--- config.mk ---
export PLATFORM = sky130hd
export DESIGN_NAME = reset_sequencer
export DESIGN_NICKNAME = d
export VERILOG_FILES = /design/src/rtl/reset_sequencer.sv
export SDC_FILE = /design/constraint.sdc
export NUM_CORES = 1
export LEC_CHECK = 0
export BUFFER_PORTS_ARGS = -buffer_cell sky130_fd_sc_hd__buf_2
export CAP_MARGIN = 15
export CORE_AREA = 2 2 88 90
export CTS_BUF_LIST = sky130_fd_sc_hd__clkbuf_4 sky130_fd_sc_hd__clkbuf_8
export CTS_CLUSTER_DIAMETER = 50
export DETAILED_ROUTE_END_ITERATION = 10
export DIE_AREA = 0 0 90 92
export HOLD_SLACK_MARGIN = 0.15
export SETUP_SLACK_MARGIN = 0.3
export SLEW_MARGIN = 30
export SYNTH_ARGS = -nofsm -noshare
export SYNTH_HDL_FRONTEND = slang
export SYNTH_SLANG_ARGS = --single-unit
--- constraint.sdc ---
create_clock -name MCLKi -period 2.15 [get_ports MCLKi]
set_clock_uncertainty 0.15 [all_clocks]
set_input_delay 0.5375 -clock MCLKi [delete_from_list [all_inputs] [get_ports MCLKi]]
set_output_delay 0.5375 -clock MCLKi [all_outputs]
set_load 0.01 [all_outputs]
--- src/rtl/reset_sequencer.sv ---
// Board reset sequencer: staggered release of CPU/PCIe/BCM/1G resets after
// platform reset, plus the front-panel reset-button hold timer.
`ifndef PwrSW_On
`define PwrSW_On 1'b1
`endif

module reset_sequencer #(
    parameter int unsigned STAGE_DLY = 8,
    parameter int unsigned BTN_HOLD  = 131072,
    parameter int unsigned RST_PULSE = 33,
    parameter int unsigned CNT_W     = 18
) (
    input  logic       MCLKi,
    input  logic       RESETi,
    input  logic       Tick32K,
    input  logic       PLTRST_N,
    input  logic       FM_PS_EN,
    input  logic       RstBtn_N,
    output logic [3:0] RstStage_N,
    output logic       SeqDone,
    output logic [1:0] SeqState,
    output logic       ResetOut_ox
);

    typedef enum logic [1:0] {
        S_WAIT    = 2'd0,
        S_RELEASE = 2'd1,
        S_DONE    = 2'd2
    } seq_t;

    typedef enum logic [1:0] {
        B_ARM     = 2'd0,
        B_PULSE   = 2'd1,
        B_HOLDOFF = 2'd2
    } btn_t;

    localparam logic [7:0]       DLY_LAST   = 8'(STAGE_DLY - 1);
    localparam logic [CNT_W-1:0] HOLD_LAST  = CNT_W'(BTN_HOLD - 1);
    localparam logic [CNT_W-1:0] PULSE_LAST = CNT_W'(RST_PULSE - 1);
    localparam logic [CNT_W-1:0] CNT_MAX    = '1;

    logic [1:0] plt_ff;
    logic [1:0] pwr_ff;
    logic [1:0] btn_ff;
    logic       plt_sync;
    logic       power_ok;
    logic       btn_sync;
    logic       run_ok;

    seq_t       seq_q, seq_d;
    logic [7:0] dly_q, dly_d;
    logic [1:0] idx_q, idx_d;
    logic [3:0] stage_q, stage_d;
    logic       done_q, done_d;

    btn_t             bst_q, bst_d;
    logic [CNT_W-1:0] hold_q, hold_d;
    logic [CNT_W-1:0] pulse_q, pulse_d;
    logic             rout_q, rout_d;

    always_ff @(posedge MCLKi) begin
        if (RESETi) begin
            plt_ff <= 2'b00;
            pwr_ff <= 2'b00;
            btn_ff <= 2'b11;
        end else begin
            plt_ff <= {plt_ff[0], PLTRST_N};
            pwr_ff <= {pwr_ff[0], FM_PS_EN};
            btn_ff <= {btn_ff[0], RstBtn_N};
        end
    end

    assign plt_sync = plt_ff[1];
    assign btn_sync = btn_ff[1];
    assign power_ok = (pwr_ff[1] == `PwrSW_On);
    assign run_ok   = plt_sync && power_ok;

    always_ff @(posedge MCLKi) begin
        if (RESETi) begin
            seq_q   <= S_WAIT;
            dly_q   <= '0;
            idx_q   <= '0;
            stage_q <= '0;
            done_q  <= 1'b0;
            bst_q   <= B_ARM;
            hold_q  <= '0;
            pulse_q <= '0;
            rout_q  <= 1'b1;
        end else begin
            seq_q   <= seq_d;
            dly_q   <= dly_d;
            idx_q   <= idx_d;
            stage_q <= stage_d;
            done_q  <= done_d;
            bst_q   <= bst_d;
            hold_q  <= hold_d;
            pulse_q <= pulse_d;
            rout_q  <= rout_d;
        end
    end

    // Abort is checked ahead of the case so it beats a same-cycle release tick.
    always_comb begin
        seq_d   = seq_q;
        dly_d   = dly_q;
        idx_d   = idx_q;
        stage_d = stage_q;
        done_d  = done_q;
        if (seq_q != S_WAIT && !run_ok) begin
            seq_d   = S_WAIT;
            dly_d   = '0;
            idx_d   = '0;
            stage_d = '0;
            done_d  = 1'b0;
        end else begin
            unique case (seq_q)
                S_WAIT: begin
                    stage_d = '0;
                    done_d  = 1'b0;
                    if (run_ok) begin
                        seq_d = S_RELEASE;
                        dly_d = '0;
                        idx_d = '0;
                    end
                end
                S_RELEASE: begin
                    if (Tick32K) begin
                        if (dly_q == DLY_LAST) begin
                            stage_d[idx_q] = 1'b1;
                            dly_d          = '0;
                            idx_d          = idx_q + 2'd1;
                            if (idx_q == 2'd3) begin
                                seq_d  = S_DONE;
                                done_d = 1'b1;
                            end
                        end else begin
                            dly_d = dly_q + 8'd1;
                        end
                    end
                end
                S_DONE: begin
                    stage_d = 4'b1111;
                    done_d  = 1'b1;
                end
                default: begin
                    seq_d   = S_WAIT;
                    stage_d = '0;
                    done_d  = 1'b0;
                end
            endcase
        end
    end

    always_comb begin
        bst_d   = bst_q;
        hold_d  = hold_q;
        pulse_d = pulse_q;
        rout_d  = rout_q;
        if (!power_ok) begin
            bst_d   = B_ARM;
            hold_d  = '0;
            pulse_d = '0;
            rout_d  = 1'b1;
        end else begin
            unique case (bst_q)
                B_ARM: begin
                    rout_d = 1'b1;
                    if (btn_sync) begin
                        hold_d = '0;
                    end else if (Tick32K) begin
                        if (hold_q == HOLD_LAST) begin
                            bst_d   = B_PULSE;
                            hold_d  = '0;
                            pulse_d = '0;
                            rout_d  = 1'b0;
                        end else if (hold_q != CNT_MAX) begin
                            hold_d = hold_q + 1'b1;
                        end
                    end
                end
                B_PULSE: begin
                    if (Tick32K) begin
                        if (pulse_q == PULSE_LAST) begin
                            bst_d  = B_HOLDOFF;
                            rout_d = 1'b1;
                        end else begin
                            pulse_d = pulse_q + 1'b1;
                        end
                    end
                end
                B_HOLDOFF: begin
                    // One pulse per press: re-arm only after release.
                    rout_d = 1'b1;
                    if (btn_sync) begin
                        bst_d  = B_ARM;
                        hold_d = '0;
                    end
                end
                default: begin
                    bst_d  = B_ARM;
                    rout_d = 1'b1;
                end
            endcase
        end
    end

    assign RstStage_N  = stage_q;
    assign SeqDone     = done_q;
    assign SeqState    = seq_q;
    assign ResetOut_ox = rout_q;

endmodule

==> metrics.md, run 1 <==
| Metric | Value |
|---|---|
| Status | completed |
| Final #Nets | 476 |
| Setup violators final | 0 |
| CTS buffer count | 9 |
| Post-CTS Hold Buffers | 0 |
| First-pass GRT wire length | 13,900 µm |
| Max Slew Vio Count | 0 |
| Pwr dens | 659 nW/µm² |
| N_diodes | 0 |
| Clk root buf | clkbuf_8 |
| Setup WS post-layout | 0.0552 ns |
| CTS tree | built |
| Row cnt | 32 |
| Dominant cell type by area after synthesis | dfxtp_1 |
| Yosys reg bits | 62 |
| CP Launch Type | flop |
| Crit path kind | reg -> reg |
| Setup crit end kind | flop |
| Syn_nets | 405 |
| Largest net degree at the start of global routing | 15 |
| Cell area after layout | 4390 µm² |
| Drt wl/cell | 14.8 µm |
| Critical path required time | 2.24 ns |
| Final number of hold-violating endpoints | 0 |
| Synth unique cells | 60 |
| Chip Width | 90 µm |
| Core Area | 7450 µm² |
| Vias per Instance | 5.65 |
| ANT nets after route | 0 |
| Multi-input gate area | 2180 µm² |
| H-tree Lvls | 3 |
| Full die area | 8280 µm² |
| Initial Utilization | 42.7% |
| Slowest CP cell | or4_4 |
| Drc violations | 0 |
| Max Cap Viol | 0 |
| Peak VDD IR | 487 µV |
| Crit-path max cell delay | 0.51 ns |
| RSZ-0062 raised after global routing | yes |
| CP Cell Sequence | ha_4 -> nand3_4 -> or4_4 -> o311a_4 -> a21o_1 -> a22o_1 |
| Clk Latency, worst-skew pair | 0.34 ns |
| Setup WS pre-CTS | -0.0164 ns |
| Port bufs | 13 |
| Routed via count | 3,195 |
| Sequential area share after synthesis | 39.0% |
| Main flop type after synthesis | dfxtp_1 |
| Synthesis Warnings | 0 |
| Global-route usage over all layers | 20.3% |
| Top cells by area, synth | dfxtp_1 39%, nand2_1 4.8%, ha_1 4.3%, a21oi_1 4.1%, nand3_1 4.1% |
| Synth Cell Area | 3180 µm² |
| Worst EP arrival | 2.19 ns |
| Ys async rst share | 0% |
| Detail Placement HPWL | 5640 µm |
| P&R area growth vs syn | 38.0% |
| Reg area | 1250 µm² |
| Most frequent cells in the layout | 54 x dfxtp_1, 50 x buf_4, 38 x nand2_1 |
| Hold slack | 0.233 ns |
| Post-synth top area share | 39.0% |
| First-pass DRT Iterations | 4 |
| Fillers | 685 |
| Total Wirelength | 8360 µm |
| Clk sink count | 62 |
| Clock Path Buffers | 2 |
| Tcrit/Tclk final | 97.4% |
| Max Fclk | 477 MHz |
| Hold Path Stages | 2 |
| Hold crit path type | in -> reg |
| Vias in the first global route | 3,008 |
| Leak | 0.00162 µW |
| Cells on worst reg2reg path | 6 |
| GPL Wtd Cong | 0.807 |
| Initial drt markers | 174 |
| Most common cell after layout, fill and taps aside | dfxtp_1 |
| Area after detailed placement | 3720 µm² |
| Fin crit period | 2.09 ns |
| # IOs | 14 |
| Setup TNS Final | 0 ns |
| Worst Tran Pin Value | 0.603 ns |
| Number of flops mapped to enable cells by yosys | 0 |
| Grt ovf | 0 |
| Die height | 92 µm |
| Worst slew margin | 59.8% |
| CP max FO | 8 |
| Clock slew at reported path FFs | 0.07 ns |
| Synth Instances | 388 |
| Layout cells sized above 1 | 34.3% |
| Avg Inst Size Synth | 8.20 µm² |
| Initial antenna violation count | 0 |
[worst max-delay path: cells and delay by family (launching register included)]
family | cells | cell delay, ns
adder cells (fa/ha/maj) | 1 | 0.15
flip-flops | 1 | 0.35
AO/OA/AOI/OAI | 3 | 0.75
AND/OR/NAND/NOR | 2 | 0.59
[power breakdown]
part | internal, µW | total, µW | switching [µW]
registers | 1170 | 1200 | 21.0
logic | 204 | 438 | 234
clock network | 807 | 1260 | 456
[routing by layer]
layer | global-route usage, % | vias to the layer above | routed length (µm)
met1 | 26.4 | 1529 | 3820
li1 | - | 1581 | -
met3 | 5.26 | 11 | 472
met2 | 33.1 | 74 | 3970
met4 | 6.54 | 0 | 89
met5 | 0 | - | 0
[cells by family after synthesis]
family / synth area share [%]
simple gates: 28.7
compound gates: 21.4
flops: 39.0
buf+inv: 3.73
fa+ha+maj: 4.32
xor+xnor: 1.65
mux: 1.26
[synthesized netlist by cell type (6+ instances only)]
| library cell | instances |
|---|---|
| dfxtp_1 | 62 |
| nand2_1 | 41 |
| nor2_1 | 34 |
| a21oi_1 | 26 |
| nand3_1 | 26 |
| a31oi_1 | 18 |
| inv_1 | 17 |
| nand4_1 | 16 |
| o21ai_0 | 14 |
| ha_1 | 11 |
| clkbuf_1 | 8 |
| nand2b_1 | 8 |
| nor2b_1 | 8 |
| and3_1 | 7 |
| nor4_1 | 6 |
[area by class of cell]
| class | count | area share (%) |
|---|---|---|
| clock inverters | 4 | 2.17 |
| flip-flops and latches | 62 | 28.5 |
| multi-input cells | 298 | 49.5 |
| well taps | 102 | 2.91 |
| inverters | 17 | 1.45 |
| clock buffers | 11 | 3.30 |
| repair buffers | 71 | 12.1 |
[what timing repair did]
action | 4_1_cts | 5_1_grt
pin swaps | 14 | 31
buffers inserted | 8 | 6
gates cloned | 1 | 0
setup endpoints to repair | 49 | 47
hold endpoints to repair | 0 | 0
resized for setup | 37 | 33
[sequential cells by signal, indices dropped and copies added, names as in the netlist, 2 cells and up]
register / cells
hold_q: 18
pulse_q: 18
dly_q: 8
RstStage_N: 4
SeqState: 2
bst_q: 2
btn_ff: 2
idx_q: 2
plt_ff: 2
pwr_ff: 2
[stage by stage]
step	cells	utilization, %	power [µW]
4_1_cts	559	56.3	2850
3_3_place_gp	535	49.9	1530
5_1_grt	565	59.0	3010
2_1_floorplan	388	-	1430
3_5_place_dp	535	49.9	1540
6_report	565	59.0	2900
[path summary, 6_finish.rpt]
kind	from	end	slack (ns)
hold / removal	RstBtn_N	btn_ff[0]	0.23
setup reg to reg	hold_q[1]	hold_q[6]	0.06
hold reg to reg	btn_ff[0]	btn_ff[1]	0.26
setup / recovery	hold_q[1]	hold_q[6]	0.06
(Power assumes the default switching activity.)
==> inputs of run 2 (changes only) <==
- ABC_AREA: default -> 1
- CORE_AREA: 2 2 88 90 -> 2 2 87 89
- DIE_AREA: 0 0 90 92 -> 0 0 89 91
- PLACE_DENSITY: default -> 0.72
==> run 2 against run 1 <==
Register-to-register slack better by 0.13 ns. Design area is 9.5% higher. Non-clock buffer count fell by 15. Combinational power fell by 25%. Sequential power hardly changed. Flip-flop and latch count stayed put. Area after synthesis up 17%. Count of clock-buffer cells in the layout down 1. Maximum frequency rose by 6.5%. First-iteration DRC count increased by 90%. Via count up 23%. Total power decreased by 6.0%. Critical path type unchanged. Critical endpoint is now hold_q[3]. Largest power group is now registers.
==> metrics.md, run 2 <==
| Metric | Value |
|---|---|
| Synth Cell Area | 3740 µm² (+17%) |
| Adder-cell area share of the yosys netlist | 3.68% (-0.64 points) |
| CP delay by family, top | simple AND/OR/NAND/NOR gates |
| Port bufs | 13 (unchanged) |
| Simple-gate share of the synthesized area | 41.1% (+12 points) |
| P&R area growth vs syn | 28.7% |
| Full die area | 8100 µm² (-2.2%) |
| Final #Nets | 656 (+38%) |
| Setup violators final | 0 (unchanged) |
| Largest family of logic cells by synthesized area | simple AND/OR/NAND/NOR gates |
| Total power | 2720 µW (-6.0%) |
| Grt ovf | 0 (unchanged) |
| Syn_nets | 601 (+48%) |
| Global-route usage over all layers | 22.6% (+2.3 points) |
| Drt wl/cell | 13.3 µm (-9.8%) |
| Worst slew margin | 64.1% (+4.3 points) |
| Total Wirelength | 9910 µm (+19%) |
| R2r endpoint | hold_q[3] |
| Post-synth top cells | 145 x nand2_1, 97 x nor2_1, 69 x inv_1 |
| Worst EP arrival | 2.04 ns (-0.15 ns) |
| Vias per Instance | 5.27 (-6.8%) |
| Number of flops mapped to enable cells by yosys | 0 (unchanged) |
| Clk root buf | clkbuf_8 |
| Crit path kind | reg -> reg |
| Vias in the first global route | 3,353 (+11%) |
| Clock slew at reported path FFs | 0.07 ns (about the same) |
| Synth Instances | 584 (+51%) |
| Row cnt | 31 (-3.1%) |
| Clk Latency, worst-skew pair | 0.34 ns (about the same) |
| Initial antenna violation count | 0 (unchanged) |
| CP Cell Sequence | ha_4 -> nand2_4 -> nor2_4 -> nand2_2 -> nor2_2 -> nand2_1 -> nand2_2 -> buf_6 -> nor2_4 -> nor2_4 -> buf_6 -> buf_12 -> nand2_1 -> nand2_1 -> nor2_1 |
| First-pass GRT wire length | 14,800 µm (+7.1%) |
| Setup WS pre-CTS | -0.0800 ns (-0.0636 ns) |
| Cells on worst reg2reg path | 15 (+9) |
| Tcrit/Tclk final | 91.5% (-6.0 points) |
| Critical path required time | 2.23 ns (about the same) |
| Routed via count | 3,916 (+23%) |
| Initial Utilization | 52.4% (+9.6 points) |
| Synthesis Warnings | 0 (unchanged) |
| Sequential area share after synthesis | 33.2% (-5.8 points) |
| Clock Path Buffers | 2 (unchanged) |
| Drc violations | 0 (unchanged) |
| Final number of hold-violating endpoints | 0 (unchanged) |
| Dominant cell type by area after synthesis | dfxtp_1 |
| RSZ-0062 raised after global routing | yes |
| Fillers | 597 (-13%) |
| Top cells by area, synth | dfxtp_1 33%, nand2_1 15%, nor2_1 9.7%, nand3_1 7.6%, inv_1 6.9% |
| # IOs | 14 (unchanged) |
| Slowest CP cell | dfxtp_2 |
| Slack of the worst reg-to-reg path | 0.18 ns (+0.13 ns) |
| Regs by FF count | hold_q (18), pulse_q (18), dly_q (8) |
| Setup WS post-layout | 0.183 ns (+0.128 ns) |
| CP Launch Type | flop |
| Worst hold endpoint | btn_ff[0] |
| ANT nets after route | 0 (unchanged) |
| Synth unique cells | 35 (-42%) |
| Yosys reg bits | 62 (unchanged) |
| Setup crit end kind | flop |
| Mux contribution to synthesized area | 0% (-1.3 points) |
| Most common cell after layout, fill and taps aside | nand2_1 |
| Status | completed |
| H-tree Lvls | 3 (unchanged) |
| CTS tree | built |
| Hold Path Stages | 2 (unchanged) |
| Avg Inst Size Synth | 6.40 µm² (-22%) |
| Max Slew Vio Count | 0 (unchanged) |
| Clk sink count | 62 (unchanged) |
| CTS buffer count | 9 (unchanged) |
| First-pass DRT Iterations | 6 (+2) |
| Crit-path max cell delay | 0.36 ns (-0.15 ns) |
| GPL Wtd Cong | 0.932 (+15%) |
| Chip Width | 89 µm (-1.1%) |
| Synth Area in XOR/XNOR | 2.34% (+0.69 points) |
| Fin crit period | 1.97 ns (-0.128 ns) |
| Main flop type after synthesis | dfxtp_1 |
| Max Cap Viol | 0 (unchanged) |
| Layout cells sized above 1 | 24.8% (-9.5 points) |
| Top-count cell post-synth | nand2_1 |
| Largest net degree at the start of global routing | 24 (+9) |
| Detail Placement HPWL | 6070 µm (+7.7%) |
| Max Fclk | 508 MHz (+6.5%) |
| Core Area | 7140 µm² (-4.2%) |
| Worst Tran Pin Value | 0.537 ns (-0.0662 ns) |
| Post-Route Utilization | 67.4% (+8.4 points) |
| Die height | 91 µm (-1.1%) |
| Leak | 0.00183 µW (+13%) |
| Post-synth top area share | 33.2% (-5.8 points) |
| N_diodes | 0 (unchanged) |
| CP max FO | 5 (-3) |
| Hold_sp | RstBtn_N |
| Most frequent cells in the layout | 132 x nand2_1, 86 x nor2_1, 63 x inv_1 |
| Initial drt markers | 330 (+90%) |
| Ys async rst share | 0% (unchanged) |
| Peak VDD IR | 567 µV (+17%) |
| Hold crit path type | in -> reg |
| Pwr dens | 566 nW/µm² (-14%) |
| Reg-to-Reg Start | hold_q[0] |
| Worst Path Buf+Inv | 3 (+3) |
| Synth Area in Compound Gates | 9.61% (-12 points) |
## run 2: logic make-up after synthesis
group	after synthesis
simple gates	346
xor+xnor	10
buf+inv	86
flops	62
compound gates	69
fa+ha+maj	11
## run 2: final cells by class
type                    instances  area (µm²)  share of cell area [%]
clock buffers                  10         138                    2.86
clock inverters                 6        92.6                    1.93
inverters                      73         277                    5.75
multi-input cells             437        2380                    49.5
flip-flops and latches         62        1260                    26.2
well taps                      99         124                    2.58
repair buffers                 56         538                    11.2
## run 2: routing by layer
| layer | track usage (%) | vias to the layer above | wire (µm) |
|---|---|---|---|
| li1 | - | 1978 | - |
| met1 | 29.9 | 1778 | 4350 |
| met2 | 36.3 | 141 | 4820 |
| met3 | 4.91 | 19 | 571 |
| met4 | 7.59 | 0 | 172 |
| met5 | 0 | - | 0 |
## run 2: metrics by stage
step	hold WS [ns]	cells	TNS, ns	cell area, µm²
floorplan	0.238	584	0	3740
global placement	0.240	699	-0.0656	3980
detailed placement	0.247	699	-0.135	3980
CTS	0.222	726	0	4420
global route	0.226	743	0	4810
finish	0.228	743	0	4810
## run 2: worst max path at each step
| stage | startpoint | endpoint | slack, ns | cells after the start |
|---|---|---|---|---|
| 2_1_floorplan | hold_q[0] | hold_q[14] | 0.39 | 13 |
| 3_3_place_gp | hold_q[0] | hold_q[11] | -0.04 | 12 |
| 3_5_place_dp | hold_q[0] | hold_q[11] | -0.08 | 12 |
| 4_1_cts | hold_q[1] | hold_q[16] | 0.22 | 13 |
| 5_1_grt | pulse_q[0] | ResetOut_ox | 0.007 | 8 |
| 6_report | hold_q[0] | hold_q[3] | 0.18 | 15 |
## run 2: power breakdown
group	internal [µW]	total [µW]	switching [µW]
Clock	690	1190	500
Combinational	131	328	197
Sequential	1180	1200	21.5
## run 2: timing repair
| action | in CTS | in global routing |
|---|---|---|
| hold buffers | 0 | 0 |
| gates resized for setup | 31 | 59 |
| pin swaps | 11 | 15 |
| setup buffers | 10 | 13 |
| cloned | 1 | 4 |
| endpoints found under the setup margin | 42 | 50 |
## run 2: worst register-to-register path, delay by kind of cell (launching register included)
kind	cells	cell delay, ns
fa+ha+maj	1	0.15
flops	1	0.36
simple gates	11	0.86
buf+inv	3	0.37
==> inputs of run 3 (changes only) <==
- CORE_AREA: 2 2 87 89 -> 2 2 100 102
- DIE_AREA: 0 0 89 91 -> 0 0 102 104
- PLACE_DENSITY: 0.72 -> default
==> run 3 against run 2 <==
Core utilization down 19 points. Total power down 13%. Register-to-register slack worse by 0.04 ns. Count of clock-buffer cells in the layout unchanged. Flip-flop and latch count unchanged. Critical endpoint is now hold_q[0]. Critical path type unchanged. Clock power down 28%. Global-route usage down 4.7 points. Worst setup slack worse by 0.045 ns. Design area down 4.5%. Combinational power down 5%.
==> metrics.md, run 3 (synthesis gave the netlist of run 2 again) <==
| Metric | Value |
|---|---|
| Initial drt markers | 153 (-54%) |
| CTS buffer count | 9 (unchanged) |
| Initial Utilization | 39.1% (-13 points) |
| Hold crit path type | in -> reg |
| Largest net degree at the start of global routing | 24 (unchanged) |
| Routed via count | 3,772 (-3.7%) |
| Chip Width | 102 µm (+15%) |
| First-pass DRT Iterations | 5 (-1) |
| Port bufs | 13 (unchanged) |
| Post-CTS Hold Buffers | 0 (unchanged) |
| # IOs | 14 (unchanged) |
| P&R area growth vs syn | 22.9% |
| Max Cap Viol | 0 (unchanged) |
| Max Slew Vio Count | 0 (unchanged) |
| Drc violations | 0 (unchanged) |
| Drt wl/cell | 11.9 µm (-11%) |
| Peak VDD IR | 367 µV (-35%) |
| Crit path kind | reg -> reg |
| Most common cell on crit path | nor2_4 |
| Clk root buf | clkbuf_8 |
| Slowest CP cell | dfxtp_2 |
| Leak | 0.00178 µW (-3.0%) |
| Clk Latency, worst-skew pair | 0.36 ns (+0.02 ns) |
| Core Area | 9550 µm² (+34%) |
| Placed Cells | 737 (+5.4%) |
| Finished Layout Cells | 770 (+3.6%) |
| Tcrit/Tclk final | 93.5% (+2.1 points) |
| GPL Wtd Cong | 0.868 (-6.9%) |
| Setup violators final | 0 (unchanged) |
| Most frequent cells in the layout | 133 x nand2_1, 88 x nor2_1, 67 x inv_1 |
| CP Launch Type | flop |
| First-pass GRT wire length | 15,500 µm (+4.3%) |
| Total power | 2370 µW (-13%) |
| Detail Placement HPWL | 6170 µm (+1.7%) |
| Status | completed |
| ANT nets after route | 0 (unchanged) |
| Grt ovf | 0 (unchanged) |
| H-tree Lvls | 3 (unchanged) |
| Crit-path max cell delay | 0.35 ns (about the same) |
| Row cnt | 36 (+16%) |
| Layout cells sized above 1 | 21.8% (-3.0 points) |
| Final #Nets | 652 (-0.61%) |
| Vias per Instance | 4.90 (-7.1%) |
| CP max FO | 10 (+5) |
| Clk sink count | 62 (unchanged) |
| Critical path required time | 2.24 ns (about the same) |
| Global-route usage over all layers | 17.9% (-4.7 points) |
| Worst slew margin | 62.5% (-1.6 points) |
| Full die area | 10,600 µm² (+31%) |
| CTS tree | built |
| Regs by FF count | hold_q (18), pulse_q (18), dly_q (8) |
| Initial antenna violation count | 0 (unchanged) |
| Worst Tran Pin Value | 0.562 ns (+0.0247 ns) |
| Final number of hold-violating endpoints | 0 (unchanged) |
| Vias in the first global route | 3,445 (+2.7%) |
| Most common cell after layout, fill and taps aside | nand2_1 |
| Pwr dens | 516 nW/µm² (-8.9%) |
| Clock Path Buffers | 2 (unchanged) |
| Die height | 104 µm (+14%) |
| N_diodes | 0 (unchanged) |
| Fin crit period | 2.01 ns (+0.0446 ns) |
| Max Fclk | 497 MHz (-2.2%) |
| Clock slew at reported path FFs | 0.06 ns (about the same) |
| Worst EP arrival | 2.10 ns (+0.06 ns) |
| Total Wirelength | 9140 µm (-7.8%) |
| RSZ-0062 raised after global routing | yes |
| Setup crit end kind | flop |
| CP Cell Sequence | ha_4 -> nand2_4 -> nor2_4 -> buf_6 -> nand3_4 -> nor2_4 -> nand3_4 -> nor2_4 -> nor2_4 -> clkbuf_16 -> nor2_1 -> nor2_2 |
==> run 3: cell count changes in the layout (fill, tap and decap cells not counted), sizes merged <==
cell | before | now
bufinv | 2 | 0
inv | 74 | 72
buf | 53 | 50
clkinv | 1 | 4
clkinvlp | 2 | 0
clkbuf | 13 | 12
==> run 3: power breakdown <==
| group | switching (µW) | leakage, µW | total, µW | internal, µW |
|---|---|---|---|---|
| combinational | 183 | 0.00119 | 313 | 130 |
| clock | 448 | 0.0000810 | 854 | 405 |
| sequential | 17.5 | 0.000506 | 1200 | 1180 |
==> run 3: worst max-delay path: cells and delay by family, from the launching register on <==
family / cells / cell delay [ns]
buffers and inverters: 2 / 0.30
and+or+nand+nor: 9 / 0.94
adders and majority gates: 1 / 0.15
DFF: 1 / 0.35
==> run 3: final timing paths <==
check             startpoint  slack [ns]        end  cells after the start
setup / recovery   hold_q[1]        0.14  hold_q[0]                     12
hold / removal      RstBtn_N        0.22  btn_ff[0]                      2
setup reg to reg   hold_q[1]        0.14  hold_q[0]                     12
hold reg to reg    plt_ff[0]        0.25  plt_ff[1]                      2
==> run 3: metrics by stage <==
step	worst slack (ns)	area (µm²)	utilization (%)	setup TNS (ns)	hold WS [ns]
after detailed placement	-0.0581	4050	42.5	-0.0928	0.245
final	0.139	4590	48.1	0	0.223
after global placement	0.0325	4050	42.5	0	0.243
after global routing	0.0415	4590	48.1	0	0.219
after CTS	0.240	4290	45.0	0	0.216
after floorplan	0.392	3740	-	0	0.238
==> run 3: timing repair <==
action,4_1_cts,5_1_grt
pin swaps,3,20
gates cloned,1,2
resized for setup,16,48
buffers inserted,5,12
endpoints found under the setup margin,43,49
==> run 3: cell type report <==
type,count,area (µm²)
clock buffers,10,131
repair buffers,52,450
well taps,133,166
multi-input cells,437,2300
fillers,997,4960
clock inverters,3,15.0
flip-flops and latches,62,1250
inverters,73,274
==> run 3: routing by layer <==
layer  routed length (µm)  part of all wire, %  vias to the layer above  track usage, %
met5                    0                    0                        -               0
met4                  179                  2.0                        0            7.43
met3                  302                  3.3                       14            3.29
met2                 4190                   46                       59            27.7
met1                 4460                   49                     1733            24.3
li1                     -                    -                     1966               -
